File: config.mk
export PLATFORM = sky130hd
export DESIGN_NAME = pll_lock_sequencer
export DESIGN_NICKNAME = d
export VERILOG_FILES = /design/src/rtl/pll_lock_sequencer.sv
export SDC_FILE = /design/constraint.sdc
export NUM_CORES = 1
export LEC_CHECK = 0
export ABC_AREA = 1
export CAP_MARGIN = 20
export CELL_PAD_IN_SITES_DETAIL_PLACEMENT = 1
export CELL_PAD_IN_SITES_GLOBAL_PLACEMENT = 2
export CORE_MARGIN = 3
export CORE_UTILIZATION = 36
export CTS_CLUSTER_SIZE = 14
export DETAILED_ROUTE_END_ITERATION = 7
export GPL_ROUTABILITY_DRIVEN = 0
export GPL_TIMING_DRIVEN = 1
export HOLD_SLACK_MARGIN = 0.06
export PLACE_DENSITY_LB_ADDON = 0.15
export SYNTH_ARGS = -nofsm -noshare
export SYNTH_HDL_FRONTEND = slang
export SYNTH_SLANG_ARGS = --single-unit
File: constraint.sdc
create_clock -name i_clk -period 4.5 [get_ports i_clk]
set_input_delay 1.35 -clock i_clk [delete_from_list [all_inputs] [get_ports i_clk]]
set_output_delay 1.35 -clock i_clk [all_outputs]
set_load 0.01 [all_outputs]
File: src/rtl/pll_lock_sequencer.sv
// rtl/pll_lock_sequencer.sv - PLL enable/areset sequencing, lock qualification and c0 reset release
// Runs on the board reference clock; the PLL lock input is resynchronised before use.
module pll_lock_sequencer #(
    parameter int RESET_CYCLES = 16,
    parameter int LOCK_TIMEOUT = 100000,
    parameter int LOCK_STABLE  = 1024,
    parameter int MAX_RETRIES  = 3,
    parameter int CNT_W        = 20
) (
    input  logic       i_clk,
    input  logic       i_rst,
    input  logic       i_pll_locked,
    input  logic       i_restart,
    output logic       o_pll_ena,
    output logic       o_pll_areset,
    output logic       o_sys_rst,
    output logic       o_lock_ok,
    output logic       o_fault,
    output logic [7:0] o_retry_cnt,
    output logic [2:0] o_state
);

    typedef enum logic [2:0] {
        ST_IDLE  = 3'd0,
        ST_ARST  = 3'd1,
        ST_WAIT  = 3'd2,
        ST_STAB  = 3'd3,
        ST_RUN   = 3'd4,
        ST_FAULT = 3'd5
    } state_t;

    localparam logic [CNT_W-1:0] CNT_ONE      = CNT_W'(1);
    localparam logic [CNT_W-1:0] ARST_LAST    = CNT_W'(RESET_CYCLES - 1);
    localparam logic [CNT_W-1:0] TIMEOUT_LAST = CNT_W'(LOCK_TIMEOUT - 1);
    localparam logic [CNT_W-1:0] STABLE_N     = CNT_W'(LOCK_STABLE);
    localparam logic [7:0]       MAX_R        = 8'(MAX_RETRIES);

    state_t           state_q, state_d;
    logic [CNT_W-1:0] cnt_q, cnt_d;
    logic [CNT_W-1:0] stab_q, stab_d;
    logic [7:0]       retry_q, retry_d;
    logic             lk_meta_q, lk_meta_d;
    logic             lk_s_q, lk_s_d;
    logic             pll_ena_q, pll_ena_d;
    logic             pll_areset_q, pll_areset_d;
    logic             sys_rst_q, sys_rst_d;
    logic             lock_ok_q, lock_ok_d;
    logic             fault_q, fault_d;
    logic             fail;
    logic [7:0]       retry_inc;

    assign retry_inc = retry_q + 8'd1;

    always_ff @(posedge i_clk) begin
        if (i_rst) begin
            state_q      <= ST_IDLE;
            cnt_q        <= '0;
            stab_q       <= '0;
            retry_q      <= '0;
            lk_meta_q    <= 1'b0;
            lk_s_q       <= 1'b0;
            pll_ena_q    <= 1'b0;
            pll_areset_q <= 1'b1;
            sys_rst_q    <= 1'b1;
            lock_ok_q    <= 1'b0;
            fault_q      <= 1'b0;
        end else begin
            state_q      <= state_d;
            cnt_q        <= cnt_d;
            stab_q       <= stab_d;
            retry_q      <= retry_d;
            lk_meta_q    <= lk_meta_d;
            lk_s_q       <= lk_s_d;
            pll_ena_q    <= pll_ena_d;
            pll_areset_q <= pll_areset_d;
            sys_rst_q    <= sys_rst_d;
            lock_ok_q    <= lock_ok_d;
            fault_q      <= fault_d;
        end
    end

    always_comb begin
        state_d   = state_q;
        cnt_d     = cnt_q;
        stab_d    = stab_q;
        retry_d   = retry_q;
        fail      = 1'b0;
        lk_meta_d = i_pll_locked;
        lk_s_d    = lk_meta_q;
        case (state_q)
            ST_IDLE: begin
                state_d = ST_ARST;
                cnt_d   = '0;
            end
            ST_ARST: begin
                if (cnt_q >= ARST_LAST) begin
                    state_d = ST_WAIT;
                    cnt_d   = '0;
                    stab_d  = '0;
                end else begin
                    cnt_d = cnt_q + CNT_ONE;
                end
            end
            // WAIT and STAB share one deadline; the stable count is zero in WAIT
            ST_WAIT, ST_STAB: begin
                if (cnt_q >= TIMEOUT_LAST) begin
                    fail = 1'b1;
                end else begin
                    cnt_d = cnt_q + CNT_ONE;
                    if (!lk_s_q) begin
                        state_d = ST_WAIT;
                        stab_d  = '0;
                    end else if (stab_q + CNT_ONE >= STABLE_N) begin
                        state_d = ST_RUN;
                        stab_d  = '0;
                        cnt_d   = '0;
                        retry_d = '0;
                    end else begin
                        state_d = ST_STAB;
                        stab_d  = stab_q + CNT_ONE;
                    end
                end
            end
            ST_RUN: begin
                if (!lk_s_q) begin
                    state_d = ST_ARST;
                    cnt_d   = '0;
                end
            end
            ST_FAULT: ;
            default: state_d = ST_IDLE;
        endcase

        if (fail) begin
            cnt_d  = '0;
            stab_d = '0;
            if (retry_inc >= MAX_R) begin
                state_d = ST_FAULT;
                retry_d = MAX_R;
            end else begin
                state_d = ST_ARST;
                retry_d = retry_inc;
            end
        end

        if (i_restart) begin
            state_d = ST_ARST;
            cnt_d   = '0;
            stab_d  = '0;
            retry_d = '0;
        end
    end

    // Outputs decode the next state so they change on the same edge as the state
    always_comb begin
        pll_ena_d    = 1'b1;
        pll_areset_d = (state_d == ST_IDLE) || (state_d == ST_ARST) || (state_d == ST_FAULT);
        sys_rst_d    = (state_d != ST_RUN);
        lock_ok_d    = (state_d == ST_RUN);
        fault_d      = (state_d == ST_FAULT);
    end

    assign o_pll_ena    = pll_ena_q;
    assign o_pll_areset = pll_areset_q;
    assign o_sys_rst    = sys_rst_q;
    assign o_lock_ok    = lock_ok_q;
    assign o_fault      = fault_q;
    assign o_retry_cnt  = retry_q;
    assign o_state      = state_q;

endmodule

; ---- Word level (Yosys, flattened, before mapping)
; Index checks and enable logic that the tools add are counted.
[totals]
out_inout_bits = 16
elab_cells = 75
regBits = 58
in_bits = 4
[op_classes]
n_addsub = 3
reduce_logical = 15
n_eq_ne = 13
n_mux = 29
order_cmp = 4
[ops]
columns = operator, count
row1 = 2-to-1 mux 20 bit, 9
row2 = one-hot mux 20 bit (4 select lines), 1
row3 = 2-to-1 mux 8 bit, 6
row4 = "adder 20 x 1 -> 20 bit, second input constant", 2
row5 = one-hot mux 20 bit (2 select lines), 1
row6 = 2-to-1 mux 3 bit, 8
row7 = "greater-or-equal comparator 20 x 11 -> 1 bit, second input constant", 1
row8 = "greater-or-equal comparator 20 x 17 -> 1 bit, second input constant", 1
row9 = "greater-or-equal comparator 20 x 4 -> 1 bit, second input constant", 1
row10 = one-hot mux 3 bit (5 select lines), 1
row11 = "equality test 3 bit, second input constant", 4
row12 = "adder 8 x 1 -> 8 bit, second input constant", 1
row13 = "greater-or-equal comparator 8 x 2 -> 1 bit, second input constant", 1
row14 = "inequality test 2 bit, second input constant", 4
row15 = nonzero test 2 bit, 4
row16 = "equality test 3 x 1 -> 1 bit, second input constant", 2
row17 = "equality test 3 x 2 -> 1 bit, second input constant", 2
row18 = logical NOT 3 bit, 2
row19 = AND reduction 3 bit, 2
row20 = AND reduction 4 bit, 1
row21 = nonzero test 4 bit, 1
row22 = OR reduction 2 bit, 2
row23 = 2-to-1 mux 1 bit, 3
row24 = "inequality test 3 bit, second input constant", 1
row25 = 2 further kinds, 3

; ---- Logic depth before layout (Yosys ltp)
[depth]
depth_word = 11
depth_mapped = 18
depth_no_buf = 18

; ---- Least setup slack after synthesis
; OpenSTA, ideal clock, no wires.
[synth_path]
path_kind = input port to flip-flop
from = in i_restart
to = reg stab_q[8]
arrival_ns = 2.414
path_stages = 6
n_path_buf = 1
setup_time_ns = 0.070
slack_ns = 2.016
required_ns = 4.430
cell_sequence = nor2_1 -> inv_1 -> nor2_4 -> clkbuf_1 -> o21ai_0 -> a21oi_1
[synth_between]
elab_chain_len = 1
[synth_lines]
columns = item, line
row1 = from (decl), 13  ; input logic i_restart,
row2 = OR reduction 3 bit (no source line), --
row3 = to (signal assigned), 70  ; stab_q <= stab_d;
row4 = to (decl), 40  ; logic [CNT_W-1:0] stab_q, stab_d;
; Every way passes these cells.
; A chain may end at the register's enable or synchronous reset.

; ---- Final worst setup path
[layout_path]
from = in i_rst
to = reg cnt_q[0]
[layout_between]
elab_chain_len = 1
[layout_lines]
columns = item, line
row1 = from (decl), 11  ; input logic i_rst,
row2 = OR reduction 3 bit (no source line), --
row3 = to (signal assigned), 69  ; cnt_q <= cnt_d;
row4 = to (decl), 39  ; logic [CNT_W-1:0] cnt_q, cnt_d;
; Every way passes these cells.

==> impl_results.md <==
* DIE WIDTH at 99.85 um
* Placed Area at 3475 um^2
* CP arrival at roughly 3200 ps
* Commonest non-fill, non-tap cell in the layout: nand2_1
* Clk_skew at just under 8 ps
* Clk slew on worst S/H paths at roughly 70 ps
* Sink Count at between 50 and 60
* IO buf count at 19
* DIE AREA at 9969 um^2
* Tmin final at 2949 ps
* # Post-CTS Setup Buffers at 0
* Min-delay src: lk_meta_q$_SDFF_PP0_
* Antenna-violating nets left at 0
* Pre-CTS setup slack at about 1100 ps
* Total Power at 1090 uW
* # diodes at 0
* Top post-synthesis cells by area: dfxtp_1, nand2_1, inv_1
* Average size of a mapped cell at 6.703 um^2
* Site Rows at 33
* Worst VDD drop at 0.1437 mV
* Crit. End Element: flop
* Crit path launch type: primary input
* Post-DR wirelength/cell at 13.66 um
* Yosys cell types at 34
* First-pass GRT wire length at 14900 um
* Post-DP HPWL at between 6000 and 7000 um
* Fin Setup TNS at 0 ps
* Setup ws final at between 1500 and 2000 ps
* Area leader, netlist: dfxtp_1
* Slowest cell on crit path: clkdlybuf4s50_1
* Max incr delay on CP at 480 ps
* Initial Util at 0.3783
* Slew @ Worst Pin at 497.0 ps
* Switching share of power at 0.2185
* EDFF count, synth at 0
* Power Dens Cells at between 200 and 300 nW/um^2
* Psw at roughly 240 uW
* Final setup violation count at 0
* RSZ-0062 raised after global routing: false
* Max Fclk at 0.3391 GHz
* Depth of the most critical reg-to-reg path at 17
* DRT iter0 DRCs at 74
* P_leak at 0.001605 uW
* CTS resizes at 0
* Mapped Area at ~3200 um^2
* Crit Path Class: primary input to flop
* Reg2reg end: cnt_q[8]$_SDFFE_PP0P_
* MaxCap Viol Count at 0
* Flop2flop setup slack at 1650 ps
* Via count at between 2000 and 3000
* DR pass1 iterations at 4
* Final wirelength at between 8000 and 9000 um
* Combinational share of power at 0.028
* Pins Over Slew Limit at 0
* Hold Violations, Final at 0
* Core region area at 8382 um^2
* Die H at 99.85 um
* Clk pwr share at 0.496
* R2r startpoint: cnt_q[1]$_SDFFE_PP0P_
* Yosys warnings at 0
* Final Cell Area at ~3700 um^2
* Mapped Cells at 473
* Vias in the first global route at 3190
* Critical Path RT at approximately 4800 ps
* Most common flop cell mapped by yosys: dfxtp_1
* Most frequent cells in the layout: nand2_1, inv_1, dfxtp_1
* CTS tree: done
* IO Pins at 20
* Internal power at 851.5 uW
* CP max FO at 16
* Outcome: complete, no violations
* NumNets Final at 506
* Share of flip-flops with an asynchronous set or reset at 0
* Worst skew pair latency at 340 ps
* Seq pwr share at 0.475
* DR DRC count at 0
* Syn_nets at 481
* Gr ovfl total at 0
* Sequential-to-total area share from yosys stat at 0.3662
* Synth top area share at 0.3662
* Hold EP: lk_s_q$_SDFF_PP0_
* Hold WC Path Type: flop to flop
* Largest net degree at the start of global routing at 22
* Gr usage total at 0.1847
* Area grow syn2layout at 16.50%
* CTS root buf: clkbuf_8
* Hold depth at 2
* Yosys reg bits at 58
* Initial antenna violation count at 0
* Num CTS Buffers at 9
* Cts hold-fix bufs at 0
* Crit share post-route at 0.6554
* Htree depth at 3
* Min Hold Slack at 421.8 ps
* Clock Tree Buf Depth at 2
* Worst slew margin at 0.6678
* Share of layout cells above drive strength 1 at 0.1054
* Vias per cell at 4.928
* Crit-path cells: clkdlybuf4s50_1 > nor2_1 > inv_1 > nor2_4 > buf_4 > o21ai_1 > a21oi_1
sequential cells by signal, summed over array words and instances, names as in the netlist:
register and count:
o_state 3, o_retry_cnt 8, o_fault 1, lk_s_q 1, lk_meta_q 1, o_pll_ena 1
stab_q 20, o_pll_areset 1, o_sys_rst 1, o_lock_ok 1, cnt_q 20
stage by stage:
stage                 util  std cells
CTS                 0.4407        608
global placement    0.4145        592
detailed placement  0.4145        592
global route        0.4407        608
finish              0.4407        608
floorplan                -        473
logic make-up after synthesis:
family,after synthesis,share of synthesized area
simple gates,262,0.3931
xor+xnor,11,0.03039
compound gates,44,0.08130
fa+ha+maj,4,0.01579
flops,58,0.3662
buf+inv,94,0.1133
power groups by stage:
| stage | sequential (uW) | combinational, uW | clock [uW] |
|---|---|---|---|
| floorplan | 529 | 19.5 | 0 |
| global placement | 529 | 30.5 | 0 |
| detailed placement | 530 | 31.3 | 0 |
| CTS | 518 | 31.5 | 557 |
| global route | 518 | 35.0 | 580 |
| finish | 518 | 31.0 | 541 |
Yosys cell counts (all sizes together) (5+ instances only):
master,count
nor3,18
nand4,16
inv,86
buf,5
nor2,63
dfxtp,58
nand2,121
a21oi,15
o21ai,20
xor2,7
nand3,40
cell type report:
class                      instances  area, um^2
clock buffer                      11       141.4
multi-input combinational        321        1650
clock inverter                     5       77.57
timing repair buffer              21       205.2
inverter                          87       326.6
fill                            1100        4688
sequential                        58        1161
tap                              105       131.4
worst max path at each step:
stage / startpoint / to / slack, ps / depth (start not counted)
floorplan: i_restart / stab_q[8]$_SDFFE_PP0P_ / 2020 / 6
global placement: i_rst / cnt_q[2]$_SDFFE_PP0P_ / 1240 / 9
detailed placement: i_rst / stab_q[17]$_SDFFE_PP0P_ / 1140 / 6
CTS: i_rst / stab_q[17]$_SDFFE_PP0P_ / 1500 / 6
global route: i_rst / stab_q[15]$_SDFFE_PP0P_ / 1340 / 6
finish: i_rst / cnt_q[0]$_SDFFE_PP0P_ / 1550 / 7
layer usage:
metal / wire [um] / part of all wire / GRT usage
met3: 222 / 0.027 / 0.03961
met2: 3855 / 0.46 / 0.3007
met4: 201 / 0.024 / 0.07353
met1: 4025 / 0.48 / 0.2382
met5: 0 / 0 / 0
critical path: cells and delay by family:
family                 cells  cell delay, ps
AO/OA/AOI/OAI              2             230
buffers and inverters      3             970
AND/OR/NAND/NOR            2             650
(Power assumes the default switching activity.)
==> patch 1 (same flow settings) <==
Put one more register stage on the output `o_retry_cnt`, cleared by the reset. The value now appears one clock later. The other outputs are not delayed to match.
--- a/src/rtl/pll_lock_sequencer.sv
+++ b/src/rtl/pll_lock_sequencer.sv
@@ -165,7 +165,13 @@
     assign o_sys_rst    = sys_rst_q;
     assign o_lock_ok    = lock_ok_q;
     assign o_fault      = fault_q;
-    assign o_retry_cnt  = retry_q;
+    always_ff @(posedge i_clk) begin
+        if (i_rst) begin
+            o_retry_cnt <= '0;
+        end else begin
+            o_retry_cnt <= retry_q;
+        end
+    end
     assign o_state      = state_q;
 
 endmodule
Function: same outputs for any inputs over 10 cycles, from zero or initial values and one cycle with i_rst high; that may be too few to reach the edited logic, so the function may still have changed.
==> patch 1 against the original RTL <==
  * Cell area increased by 4.8%
  * Clock skew rose by 0.99 ps
  * Sequential cell count grew 8
  * Wire length increased by 5.3%
  * Setup slack got worse by 38 ps
  * Total power increased by 7.4%
  * Synthesized cell count up 6.1%
  * Global-route usage about the same
  * Area after synthesis grew 5.7%
  * Critical path depth rose by 2
==> patch 1: results (changes against the original RTL) <==
stage,metric,value,unit,change
status,outcome,"complete, no violations",,
placement,dpl hpwl,6740,µm,+5.5%
final_layout,layout filler cell count,1155,,+5.0%
grt,met1 Usage GRT,25.0,%,+1.2 points
grt,vias in the first global route,3187,,-0.094%
timing,"Worst Setup Slack, final",1510,ps,-37.9 ps
route,Wirelength per Cell,13.7,µm,+0.14%
grt,largest net degree at the start of global routing,32,,+45%
route,max layer used,met4,,
final_layout,Final nets,534,,+5.5%
worst_setup_path,Worst R2R Path Depth,15,,-2
worst_setup_path,reg2reg end,cnt_q[10],,
power_and_ir_drop,maximum VDD drop,0.136,mV,-5.2%
worst_setup_path,CP max FO,31,,+15
worst_setup_path,r2r startpoint,cnt_q[0],,
min_path,hold crit path type,register to register,,
min_path,Hold Path End,lk_s_q,,
worst_setup_path,"slowest stage delay, CP",640,ps,+160 ps
route,metal3 WL,174,µm,-22%
route,vias per cell,4.88,,-0.95%
grt,met2 Resource Use GR,29.8,%,-0.28 points
clock_tree,root buf cell,clkbuf_8,,
grt,M3 GR Usage,3.18,%,-0.78 points
placement,DP Cell Count,623,,+5.2%
min_path,worst hold stages,2,,unchanged
logic_synthesis,Syn Inst Count,502,,+6.1%
worst_setup_path,flop2flop setup slack,1660,ps,
timing,Tightest Pin Transition,586,ps,+88.7 ps
final_layout,layout cells sized above 1,6.97,%,-3.6 points
logic_synthesis,synth warn,0,,unchanged
final_layout,area of the multi-input gates,1650,µm²,about the same
route,DRT iter0 DRCs,117,,+58%
route,Met1 Wirelength,4460,µm,+11%
placement,Placement Setup Slack,1140,ps,-1.61 ps
grt,gr usage total,18.4,%,-0.033 points
timing,clock skew,8.92,ps,+0.992 ps
route,DR WL met2,3990,µm,+3.6%
logic_synthesis,post-synthesis sequential area ratio,39.4,%,+2.8 points
logic_synthesis,Netlist cell types,31,,-8.8%
route,Initial DRT Pass Iterations,4,,unchanged
worst_setup_path,Critical Path AT,3280,ps,+70 ps
logic_synthesis,"top cells by count, synth","nand2_1 (95), inv_1 (90), nor2_1 (79), dfxtp_1 (66), nand3_1 (48)",,
logic_synthesis,Synth area leaders,"dfxtp_1 (39%), nand2_1 (11%), inv_1 (10%), nor2_1 (8.8%), nand3_1 (7.2%)",,
grt,initial antenna violation count,0,,unchanged
route,drt total wl,8740,µm,+5.3%
clock_tree,total CTS buffers,9,,unchanged
logic_synthesis,Post-synth top flop,dfxtp_1,,
power_and_ir_drop,Pleak,1.71,nW,+6.3%
grt,first-pass GRT wire length,15300,µm,+2.6%
logic_synthesis,"Net Count, Synth",510,,+6.0%
logic_synthesis,asr flop ratio synth,0,%,unchanged
## patch 1: worst max path at each step
stage	depth (start not counted)	to	startpoint
final	9	cnt_q[10]	i_rst
after global routing	9	cnt_q[2]	i_rst
after CTS	9	cnt_q[10]	i_rst
after detailed placement	9	cnt_q[15]	i_rst
after global placement	9	cnt_q[15]	i_rst
after floorplan	6	stab_q[6]	i_restart
## patch 1: layout make-up
class / count / area share [%]
multi-input cells: 337 / 42.6
flip-flops and latches: 66 / 34.1
inverters: 91 / 8.82
repair buffers: 21 / 5.30
clock buffers: 12 / 3.75
well taps: 108 / 3.49
clock inverters: 4 / 1.94
## patch 1: report_power, final
| part | total (mW) | internal, mW | switching, mW |
|---|---|---|---|
| sequential | 0.588 | 0.586 | 0.00210 |
| clock | 0.550 | 0.328 | 0.223 |
| combinational | 0.0316 | 0.0104 | 0.0211 |
| total | 1.17 | 0.924 | 0.246 |
## patch 1: cell families (layout without fill, tap and decap cells)
group	after synthesis	in the layout	share of synthesized area, %
simple gates	273	273	36.8
buf+inv	99	128	11.4
flops	66	66	39.4
compound gates	50	50	8.25
xor+xnor	9	9	2.35
fa+ha+maj	4	4	1.49
mux	1	1	0.299
## patch 1: metrics by stage
step / utilization, % / instance area [µm²] / total power, mW / hold WS (ps)
6_report: 43.6 / 3870 / 1.17 / 429
5_1_grt: 43.6 / 3870 / 1.21 / 457
4_1_cts: 43.6 / 3870 / 1.19 / 442
3_5_place_dp: 41.1 / 3650 / 0.633 / 414
3_3_place_gp: 41.1 / 3650 / 0.633 / 406
2_1_floorplan: - / 3350 / 0.622 / 388
## patch 1: tightest hold or removal path: stages (launching register included)
cell and delay, ps:
dfxtp_1 300, inv_1 40, nor2_1 30
==> patch 2 (same settings) <==
Without the edit above. `LOCK_TIMEOUT`: 100000 -> 50000.
--- a/src/rtl/pll_lock_sequencer.sv
+++ b/src/rtl/pll_lock_sequencer.sv
@@ -2,7 +2,7 @@
 // Runs on the board reference clock; the PLL lock input is resynchronised before use.
 module pll_lock_sequencer #(
     parameter int RESET_CYCLES = 16,
-    parameter int LOCK_TIMEOUT = 100000,
+    parameter int LOCK_TIMEOUT = 50000,
     parameter int LOCK_STABLE  = 1024,
     parameter int MAX_RETRIES  = 3,
     parameter int CNT_W        = 20
Behaviour: no difference found for any inputs over 10 cycles, from zero or initial values and one cycle with i_rst high; that may be too few to reach the edited logic, so the function may still have changed.
==> patch 2 against the original RTL <==
  * Area after synthesis shrank 0.20%
  * Setup slack lost 120 ps
  * Global-route usage decreased by 1.9 points
  * Clock skew fell by 1.4 ps
  * Sequential cell count unchanged
  * Total power down 10%
  * Cell area decreased by 1.9%
  * Wire length decreased by 11%
  * Critical path depth decreased by 1
==> patch 2: results (changes against the original RTL) <==
stage,metric,value,unit,change
status,outcome,"complete, no violations",,
power_and_ir_drop,Pleak,1.51,nW,-6.0%
placement,Placement Setup Slack,1000,ps,-140 ps
final_layout,final instance area,3620,µm²,-1.9%
logic_synthesis,Netlist cell types,39,,+15%
final_layout,clkbuf count,10,,-1
floorplan,Die ar.,9950,µm²,-0.18%
logic_synthesis,Synth Area in Compound Gates,7.04,%,-1.1 points
logic_synthesis,Adder-Cell Fraction of Synth Area,1.58,%,+0.0031 points
worst_setup_path,CP max FO,21,,+5
route,Wirelength per Cell,12.9,µm,-5.9%
final_layout,nonclk buf count,19,,-9.5%
logic_synthesis,Syn Inst Count,442,,-6.6%
timing,Hold WS,408,ps,-13.5 ps
placement,dpl hpwl,5690,µm,-11%
final_layout,area of the multi-input gates,1690,µm²,+2.6%
worst_setup_path,r2r startpoint,cnt_q[0],,
route,DRT iter0 DRCs,94,,+27%
timing,Tightest Pin Transition,686,ps,+189 ps
worst_setup_path,flop2flop setup slack,1700,ps,+50 ps
grt,vias in the first global route,2850,,-11%
power_and_ir_drop,Switching Fraction,24.6,%,+2.8 points
final_layout,Non-clock buffer share,5.25,%,-0.31 points
power_and_ir_drop,maximum VDD drop,0.152,mV,+5.4%
final_layout,sequential share of cell area,32.0,%,+0.60 points
final_layout,ClkCell Share,4.97,%,-0.96 points
## patch 2: worst paths after layout
check / to / depth (start not counted)
max reg2reg: stab_q[6] / 12
min reg2reg: lk_s_q / 2
min: lk_s_q / 2
max: stab_q[6] / 6
## patch 2: routing by layer
metal / share of wire [%] / track usage (%)
met5: 0 / 0
met4: 1.6 / 5.99
met3: 2.0 / 3.58
met2: 47 / 27.3
met1: 50 / 21.4
## patch 2: power groups by stage
stage                     logic [mW]  clock network [mW]  registers [mW]
after floorplan               0.0194                   0           0.530
after global routing          0.0335               0.480           0.518
after CTS                     0.0301               0.452           0.518
final                         0.0293               0.433           0.518
after detailed placement      0.0301                   0           0.530
after global placement        0.0293                   0           0.530
## patch 2: critical path: stages
cell and delay, ps:
clkdlybuf4s50_1 510, nor2_1 180, nand2_1 280, inv_1 620, o21ai_2 250, nor2_1 140
